--- config.mk ---
export PLATFORM = sky130hd
export DESIGN_NAME = bus_copy_engine_flat
export DESIGN_NICKNAME = d
export VERILOG_FILES = /design/src/rtl/bus_pkg.sv /design/src/rtl/bus_copy_engine_if.sv /design/src/rtl/bus_copy_engine.sv /design/src/flat_wrapper.sv
export SDC_FILE = /design/constraint.sdc
export NUM_CORES = 1
export LEC_CHECK = 0
export CAP_MARGIN = 15
export CORE_UTILIZATION = 40
export CTS_BUF_LIST = sky130_fd_sc_hd__clkbuf_2 sky130_fd_sc_hd__clkbuf_4 sky130_fd_sc_hd__clkbuf_8
export DETAILED_ROUTE_END_ITERATION = 12
export DONT_BUFFER_PORTS = 1
export PLACE_DENSITY = 0.55
export SYNTH_ARGS = -nofsm -noshare
export SYNTH_HDL_FRONTEND = slang
export SYNTH_SLANG_ARGS = --single-unit
--- constraint.sdc ---
create_clock -name clk -period 3.8 [get_ports clk]
set_input_delay 0.57 -clock clk [delete_from_list [all_inputs] [get_ports clk]]
set_output_delay 0.57 -clock clk [all_outputs]
set_load 0.03 [all_outputs]
--- src/rtl/bus_pkg.sv ---
// Shared definitions for data-port masters: bus widths and the copy-engine
// FSM state encoding, reused by the future CPU/DMA arbiter.
package bus_pkg;

    localparam int ADDR_W = 12;
    localparam int DATA_W = 16;

    typedef enum logic [2:0] {
        st_idle   = 3'd0,
        st_req    = 3'd1,
        st_rd     = 3'd2,
        st_rdwait = 3'd3,
        st_wr     = 3'd4,
        st_done   = 3'd5
    } bus_state_e;

    // A transfer is a 16-bit double whenever at least two bytes remain.
    function automatic logic is_dbl(input logic [ADDR_W:0] rem);
        return (rem >= (ADDR_W + 1)'(2));
    endfunction

endpackage

--- src/rtl/bus_copy_engine_if.sv ---
// Memory data port shared by bus masters: request/grant plus the
// address/data/strobe signals of the 12-bit-address, 16-bit-data port.
interface bus_copy_engine_if;
    import bus_pkg::*;

    // Handshake: a master holds bus_req high while it wants or owns the port;
    // bus_gnt is only honoured between transfers, and once a master starts a
    // read/write pair it finishes it, so grant may only drop while the master
    // is waiting between transfers. Idle masters drive all bus outputs to 0
    // so the arbiter can OR-combine them.
    logic              bus_req;
    logic              bus_gnt;
    logic [ADDR_W-1:0] address_bus;
    logic [DATA_W-1:0] data_bus;
    logic [DATA_W-1:0] incoming_data_bus;
    logic              write_mode;
    logic              doubleRead;
    logic              doubleWrite;

    modport master (
        output bus_req,
        input  bus_gnt,
        output address_bus,
        output data_bus,
        input  incoming_data_bus,
        output write_mode,
        output doubleRead,
        output doubleWrite
    );

    modport slave (
        input  bus_req,
        output bus_gnt,
        input  address_bus,
        input  data_bus,
        output incoming_data_bus,
        input  write_mode,
        input  doubleRead,
        input  doubleWrite
    );

endinterface

--- src/rtl/bus_copy_engine.sv ---
// Block-copy bus master: copies length bytes from src_addr to dst_addr
// through the shared data port, using 16-bit transfers while >=2 bytes remain.
module bus_copy_engine
    import bus_pkg::*;
(
    input  logic                clk,
    input  logic                rst_n,
    input  logic                start,
    input  logic [ADDR_W-1:0]   src_addr,
    input  logic [ADDR_W-1:0]   dst_addr,
    input  logic [ADDR_W:0]     length,
    output logic                busy,
    output logic                done,
    bus_copy_engine_if.master   bus,
    output bus_state_e          state
);

    logic [ADDR_W-1:0] src_ptr;
    logic [ADDR_W-1:0] dst_ptr;
    logic [ADDR_W:0]   remaining;
    logic [DATA_W-1:0] rd_buf;
    logic              dbl;
    logic              write_mode_q;
    logic [ADDR_W:0]   step;

    assign step = {{(ADDR_W-1){1'b0}}, dbl, ~dbl};

    // rd_buf persists after WR; masking keeps data_bus at 0 outside WR.
    assign bus.data_bus   = rd_buf & {DATA_W{write_mode_q}};
    assign bus.write_mode = write_mode_q;

    // Bus outputs are registered one state ahead so they are valid for the
    // whole RD / WR cycle and cleared by default everywhere else.
    always_ff @(posedge clk) begin
        if (!rst_n) begin
            state           <= st_idle;
            busy            <= 1'b0;
            done            <= 1'b0;
            src_ptr         <= '0;
            dst_ptr         <= '0;
            remaining       <= '0;
            rd_buf          <= '0;
            dbl             <= 1'b0;
            write_mode_q    <= 1'b0;
            bus.bus_req     <= 1'b0;
            bus.address_bus <= '0;
            bus.doubleRead  <= 1'b0;
            bus.doubleWrite <= 1'b0;
        end else begin
            done            <= 1'b0;
            write_mode_q    <= 1'b0;
            bus.address_bus <= '0;
            bus.doubleRead  <= 1'b0;
            bus.doubleWrite <= 1'b0;
            case (state)
                st_idle: begin
                    if (start) begin
                        busy <= 1'b1;
                        if (length != '0) begin
                            src_ptr     <= src_addr;
                            dst_ptr     <= dst_addr;
                            remaining   <= length;
                            bus.bus_req <= 1'b1;
                            state       <= st_req;
                        end else begin
                            done  <= 1'b1;
                            state <= st_done;
                        end
                    end
                end
                st_req: begin
                    if (bus.bus_gnt) begin
                        dbl             <= is_dbl(remaining);
                        bus.address_bus <= src_ptr;
                        bus.doubleRead  <= is_dbl(remaining);
                        state           <= st_rd;
                    end
                end
                st_rd: begin
                    state <= st_rdwait;
                end
                st_rdwait: begin
                    rd_buf          <= bus.incoming_data_bus;
                    bus.address_bus <= dst_ptr;
                    write_mode_q    <= 1'b1;
                    bus.doubleWrite <= dbl;
                    state           <= st_wr;
                end
                st_wr: begin
                    src_ptr   <= src_ptr + step[ADDR_W-1:0];
                    dst_ptr   <= dst_ptr + step[ADDR_W-1:0];
                    remaining <= remaining - step;
                    if (remaining == step) begin
                        bus.bus_req <= 1'b0;
                        done        <= 1'b1;
                        state       <= st_done;
                    end else begin
                        state <= st_req;
                    end
                end
                st_done: begin
                    busy  <= 1'b0;
                    state <= st_idle;
                end
                default: begin
                    busy        <= 1'b0;
                    bus.bus_req <= 1'b0;
                    state       <= st_idle;
                end
            endcase
        end
    end

endmodule

--- src/flat_wrapper.sv ---
// flat-port wrapper written by rule: the top's interface ports become plain ports
module bus_copy_engine_flat import bus_pkg::*;
  (clk, rst_n, start, src_addr, dst_addr, length, busy, done, state, bus_bus_req, bus_bus_gnt, bus_address_bus, bus_data_bus, bus_incoming_data_bus, bus_write_mode, bus_doubleRead, bus_doubleWrite);
  bus_copy_engine_if bus_i ();
  input  logic clk;
  input  logic rst_n;
  input  logic start;
  input  logic [ADDR_W-1:0] src_addr;
  input  logic [ADDR_W-1:0] dst_addr;
  input  logic [ADDR_W:0] length;
  output logic busy;
  output logic done;
  output bus_state_e state;
  output wire logic [$bits(bus_i.bus_req)-1:0] bus_bus_req;
  input wire logic [$bits(bus_i.bus_gnt)-1:0] bus_bus_gnt;
  output wire logic [$bits(bus_i.address_bus)-1:0] bus_address_bus;
  output wire logic [$bits(bus_i.data_bus)-1:0] bus_data_bus;
  input wire logic [$bits(bus_i.incoming_data_bus)-1:0] bus_incoming_data_bus;
  output wire logic [$bits(bus_i.write_mode)-1:0] bus_write_mode;
  output wire logic [$bits(bus_i.doubleRead)-1:0] bus_doubleRead;
  output wire logic [$bits(bus_i.doubleWrite)-1:0] bus_doubleWrite;
  assign bus_bus_req = bus_i.bus_req;
  assign bus_i.bus_gnt = bus_bus_gnt;
  assign bus_address_bus = bus_i.address_bus;
  assign bus_data_bus = bus_i.data_bus;
  assign bus_i.incoming_data_bus = bus_incoming_data_bus;
  assign bus_write_mode = bus_i.write_mode;
  assign bus_doubleRead = bus_i.doubleRead;
  assign bus_doubleWrite = bus_i.doubleWrite;
  bus_copy_engine u_core (.clk(clk), .rst_n(rst_n), .start(start), .src_addr(src_addr), .dst_addr(dst_addr), .length(length), .busy(busy), .done(done), .bus(bus_i), .state(state));
endmodule
Word-level counts from Yosys, hierarchy flattened
Index checks and enable logic that the tools add are counted.

Bits in registers: 75. Output and inout port bits: 37. Logic and storage cells: 70.

Add/sub/neg operators: 3. $lt $le $gt $ge: 1. Eq/ne operators: 10. Multiplexer cells: 27. Bitwise operators: 4. Reductions and logical operators: 12.

Operators with widths (number): $pmux W12 S2 (3); $mux W12 (5); $mux W13 (2); $pmux W13 S2 (1); $add A12 B2 Y12 (2); $and A16 B16 Y16 (1); $pmux W3 S5 (1); $eq A13 B2 Y1 (1); $ge A13 B2 Y1 const B (1); $reduce_bool A13 Y1 (1); $sub A13 B2 Y13 (1); $mux W3 (4); $mux W1 (8); $reduce_and A2 Y1 (4); $reduce_or A4 Y1 (2); $eq A3 B2 Y1 const B (2); $eq A3 B3 Y1 const B (2); $reduce_and A3 Y1 (2); $ne A2 B1 Y1 const B (2); $ne A2 B2 Y1 const B (2); $pmux W1 S2 (2); $reduce_and A4 Y1 (1); $eq A3 B1 Y1 const B (1); $logic_not A3 Y1 (1); 3 further kinds (5).

Logic depth before layout (Yosys ltp)
Depth after elaboration: 4. Depth in mapped cells: 8. Gate-level depth less buffers: 8.

Worst setup path before layout
Ideal clock, no wire load.

Kind: flip-flop to flip-flop. From: register u_core.dbl. To: register u_core.src_ptr[8]. Arrival: 2.065 ns. Required time: 3.741 ns. Slack: 1.676 ns. Stages on the path, launching flop included: 9. Path buffers: 0. Path through: dfxtp_1 -> inv_1 -> ha_1 -> inv_1 -> fa_1 -> nand4b_1 -> or3_1 -> a21oi_1 -> o31a_1.

Cells in the longest elaborated chain, start to end: 3.

RTL lines: from (decl) (line bus_copy_engine.sv:22) `logic dbl;`; from (signal assigned) (line bus_copy_engine.sv:73) `dbl <= is_dbl(remaining);`; $not A1 Y1 (line bus_copy_engine.sv:26) `assign step = {{(ADDR_W-1){1'b0}}, dbl, ~dbl};`; $add A12 B2 Y12 * (line bus_copy_engine.sv:90) `src_ptr <= src_ptr + step[ADDR_W-1:0];`; $pmux W12 S2 * (line bus_copy_engine.sv:55) `case (state)`; to (signal assigned) (line bus_copy_engine.sv:60) `src_ptr <= src_addr;`; to (signal assigned) (line bus_copy_engine.sv:90); to (decl) (line bus_copy_engine.sv:18) `logic [ADDR_W-1:0] src_ptr;`.

Every way passes the cells marked *; elsewhere a longest branch is shown, timed or not. A chain may end at the register's enable or synchronous reset.

Final worst setup path
From: register u_core.state[2]. To: register u_core.dst_ptr[7].

Cells in the longest elaborated chain, start to end: 3. Elaborated cells between the ends (all ways): 7.

RTL lines: from (decl) (line bus_copy_engine.sv:15) `output bus_state_e state`; from (signal assigned) (line bus_copy_engine.sv:36) `state <= st_idle;`; from (signal assigned) (line bus_copy_engine.sv:64) `state <= st_req;`; from (signal assigned) (line bus_copy_engine.sv:67) `state <= st_done;`; $logic_not A3 Y1 / $eq A3 B3 Y1 (equally long branches) (line bus_copy_engine.sv:55); $ne A2 B1 Y1 (no line), or another cell as far along; $reduce_and A3 Y1 (no line); to (signal assigned) (line bus_copy_engine.sv:61) `dst_ptr <= dst_addr;`; to (signal assigned) (line bus_copy_engine.sv:91) `dst_ptr <= dst_ptr + step[ADDR_W-1:0];`; to (decl) (line bus_copy_engine.sv:19) `logic [ADDR_W-1:0] dst_ptr;`.

Several ways; a longest one is shown, not always the timed one.

==> results.sh <==
export IMPL_outcome="finished clean"
export IMPL_die_w_um=101
export IMPL_grt_start_max_net_pins=37
export IMPL_asr_flop_ratio_synth=0
export IMPL_final_cell_area_um2=4270
export IMPL_drt_iter0_markers=281
export IMPL_post_synth_top_count_cell="sky130_fd_sc_hd__dfxtp_1"
export IMPL_finalHoldWorstSlack_ps=319
export IMPL_fin_skew_ps=17.6
export IMPL_yosysUniqueCellTypes=54
export IMPL_synth_edff_count=0
export IMPL_final_layout_size_suffix_gt1_frac=0.0689
export IMPL_slowest_delay_ps=730
export IMPL_reg2reg_to="u_core.dst_ptr[7]"
export IMPL_overflow=0
export IMPL_coreArea_um2=9370
export IMPL_vias_per_cell=6.02
export IMPL_timing_final_hold_violations=0
export IMPL_fin_setup_tns_ps=0
export IMPL_achievable_frequency_mhz=386
export IMPL_data_required_time_at_the_worst_endpoint_ps=4040
export IMPL_global_route_wire_length_before_repair_mm=17.9
export IMPL_multiInputGateArea_um2=2250
export IMPL_clock_latency_at_the_later_pin_of_the_worst_skew_pair_ps=360
export IMPL_place_worst_setup_slack_ps=1080
export IMPL_grt_use_total=0.229
export IMPL_timing_max_transition_violations_final=0
export IMPL_initial_antenna_violation_count=2
export IMPL_worstPathCellList="or3b_1 -> buf_4 -> o41ai_1 -> a21oi_1 -> o31a_1"
export IMPL_critical_path_top_delay_family="compound AO/OA/AOI/OAI gates"
export IMPL_cts_hold_repair_buffers=0
export IMPL_whs_endpoint="u_core.dst_ptr[1]"
export IMPL_die_area_um2=10200
export IMPL_ff2ff_path_depth=5
export IMPL_grt_pass1_vias=3367
export IMPL_setup_worst_path_start_class="register"
export IMPL_synth_fp_nets=557
export IMPL_drt_antenna_violating_nets=0
export IMPL_critical_path_reg2reg_startpoint="u_core.state[2]"
export IMPL_placement_io_buffers=0
export IMPL_whs_path_depth=2
export IMPL_post_route_worst_setup_slack_ps=1210
export IMPL_cts_tree="done"
export IMPL_maxCapViolCount=0
export IMPL_endpoint_kind="register"
export IMPL_area_growth_syn_to_layout_pct=8.60
export IMPL_cts_root_buf="sky130_fd_sc_hd__clkbuf_8"
export IMPL_synth_seq_cells=75
export IMPL_synth_yosys_seq_area_share=0.382
export IMPL_yosys_top_cells_count="75 x sky130_fd_sc_hd__dfxtp_1, 72 x sky130_fd_sc_hd__nand2_1, 37 x sky130_fd_sc_hd__a21oi_1"
export IMPL_cp_arrival_ps=2840
export IMPL_post_cts_setup_buffers=0
export IMPL_cts_resized=0
export IMPL_drt_pre_antenna_iters=4
export IMPL_std_cell_rows=35
export IMPL_seqCellArea_um2=1500
export IMPL_gp_routability_congestion=0.907
export IMPL_die_y_um=101
export IMPL_clock_tree_htree_level_count=3
export IMPL_timing_reg2reg_setup_slack_ps=1210
export IMPL_cp_class="register to register"
export IMPL_rsz_0062_raised_after_global_routing="false"
export IMPL_tritoncts_num_sinks=75
export IMPL_drc=0
export IMPL_num_nets_final=540
export IMPL_leakage_uw=0.00143
export IMPL_worst_setup_hold_path_clk_slew_ps=100
export IMPL_ioPinCount=94
export IMPL_synthesized_area_um2=3930
export IMPL_hold_path_startpoint="rst_n"
export IMPL_clock_tree_buffer_depth=2
export IMPL_place_hpwl_mm=8.06
export IMPL_initial_util=0.419
export IMPL_synth_main_ff_cell="sky130_fd_sc_hd__dfxtp_1"
export IMPL_class_of_the_tightest_hold_or_removal_check="input pin to register"
export IMPL_synthDominantAreaCellType="sky130_fd_sc_hd__dfxtp_1"
export IMPL_routed_wl_mm=11.5
export IMPL_synth_largest_type_area_fraction=0.382
export IMPL_worstMarginPinSlew_ps=1120
export IMPL_setup_viol=0
export IMPL_timing_final_crit_period_ps=2590
export IMPL_wire_per_inst_um=18.8
export IMPL_cts_made_buffers=9
export IMPL_dpl_instance_area_um2=4010
export IMPL_syn_avg_cell_area_um2=8.00
export IMPL_syn_inst=491
export IMPL_synth_warnings=0
export IMPL_vdd_drop_max_v=0.000180
export IMPL_post_synth_main_area_contributors="sky130_fd_sc_hd__dfxtp_1 38%, sky130_fd_sc_hd__nand2_1 6.9%, sky130_fd_sc_hd__a21oi_1 4.7%, sky130_fd_sc_hd__and2_1 3.5%, sky130_fd_sc_hd__clkbuf_1 2.6%"
export IMPL_timing_critical_path_fanout_max=21
export IMPL_power_per_cell_area_nw_per_um2=446
export IMPL_cp_slowest_cell="sky130_fd_sc_hd__or3b_1"
export IMPL_crit_buf_inv=1
export IMPL_final_fill_count=988
export IMPL_period_share=0.683
export IMPL_slew_limit_headroom=0.248
export IMPL_routed_via_count=3673
layout by cell type (no fill, tap or decap), types with 3 or more instances in the layout:
cell type                    n
sky130_fd_sc_hd__nor2_1     25
sky130_fd_sc_hd__o221ai_1    7
sky130_fd_sc_hd__o31ai_1     7
sky130_fd_sc_hd__o31a_1     10
sky130_fd_sc_hd__a21boi_0    4
sky130_fd_sc_hd__a2111oi_0   3
sky130_fd_sc_hd__and2_1     22
sky130_fd_sc_hd__and3_1     14
sky130_fd_sc_hd__ha_1        6
sky130_fd_sc_hd__o22ai_1     3
sky130_fd_sc_hd__o21ai_0    15
sky130_fd_sc_hd__dfxtp_1    75
sky130_fd_sc_hd__bufinv_16   3
sky130_fd_sc_hd__a21oi_1    37
sky130_fd_sc_hd__nand2_1    72
sky130_fd_sc_hd__nand4_1     6
sky130_fd_sc_hd__o211ai_1    5
sky130_fd_sc_hd__nor3_1     13
sky130_fd_sc_hd__a31oi_1    15
sky130_fd_sc_hd__nor4_1      8
sky130_fd_sc_hd__o21a_1      4
sky130_fd_sc_hd__nand4b_1    3
sky130_fd_sc_hd__o41ai_1     6
sky130_fd_sc_hd__or3_1       7
sky130_fd_sc_hd__and4_1      3
sky130_fd_sc_hd__a31o_2      5
sky130_fd_sc_hd__clkbuf_8    9
sky130_fd_sc_hd__nor2b_1     4
sky130_fd_sc_hd__nand3_1    18
sky130_fd_sc_hd__buf_4       7
sky130_fd_sc_hd__inv_1      13
sky130_fd_sc_hd__fa_1        3
sky130_fd_sc_hd__a22oi_1    13
sky130_fd_sc_hd__a211oi_1    3
sequential cells by signal, summed over array words and instances, names as in the netlist:
register	count
u_core.state	3
u_core.bus.doubleWrite	1
u_core.bus.write_mode	1
u_core.remaining	13
u_core.bus.address_bus	12
u_core.bus.bus_req	1
u_core.dst_ptr	12
u_core.bus.doubleRead	1
u_core.src_ptr	12
u_core.busy	1
u_core.dbl	1
u_core.rd_buf	16
u_core.done	1
cell families after synthesis:
| logic type | synth area share |
|---|---|
| compound gates | 0.261 |
| buf+inv | 0.0484 |
| fa+ha+maj | 0.0344 |
| xor+xnor | 0.00223 |
| simple gates | 0.272 |
| flops | 0.382 |
layout make-up:
class,count,area share
Multi-Input combinational cell,367,0.526
Sequential cell,75,0.352
Tap cell,129,0.0378
Clock buffer,9,0.0290
Clock inverter,7,0.0290
Timing Repair Buffer,7,0.0123
Inverter,14,0.0123
Antenna cell,2,0.00117
worst max path at each step:
| stage | start | to | cells after the start |
|---|---|---|---|
| floorplan | u_core.dbl | u_core.src_ptr[8] | 8 |
| global placement | length[7] | u_core.dst_ptr[2] | 4 |
| detailed placement | length[7] | u_core.dst_ptr[2] | 4 |
| CTS | u_core.state[0] | u_core.dst_ptr[7] | 5 |
| global route | u_core.state[2] | u_core.remaining[9] | 5 |
| finish | u_core.state[2] | u_core.dst_ptr[7] | 5 |
metrics by stage:
| stage | cells | total power [µW] | util |
|---|---|---|---|
| 6_report | 610 | 1900 | 0.455 |
| 5_1_grt | 609 | 1990 | 0.455 |
| 4_1_cts | 608 | 1910 | 0.455 |
| 3_5_place_dp | 592 | 1150 | 0.428 |
| 3_3_place_gp | 592 | 1140 | 0.428 |
| 2_1_floorplan | 491 | 1080 | - |
layer usage:
layer / wire length [µm] / vias up / GRT usage
met1: 5070 / 1737 / 0.296
met4: 123 / 0 / 0.0635
li1: - / 1789 / -
met3: 1080 / 12 / 0.0749
met2: 5170 / 135 / 0.368
met5: 0 / - / 0
worst register-to-register path, stage by stage (launching register included):
cell and delay (ps):
sky130_fd_sc_hd__dfxtp_1 640, sky130_fd_sc_hd__or3b_1 730, sky130_fd_sc_hd__buf_4 320, sky130_fd_sc_hd__o41ai_1 380, sky130_fd_sc_hd__a21oi_1 70, sky130_fd_sc_hd__o31a_1 330
power breakdown:
group	leakage, µW	switching, µW	total, µW	internal (µW)
combinational	0.000701	138	232	93.3
sequential	0.000612	71.7	899	827
clock	0.000120	330	772	442
No activity file was read; power rests on OpenSTA's default activity.
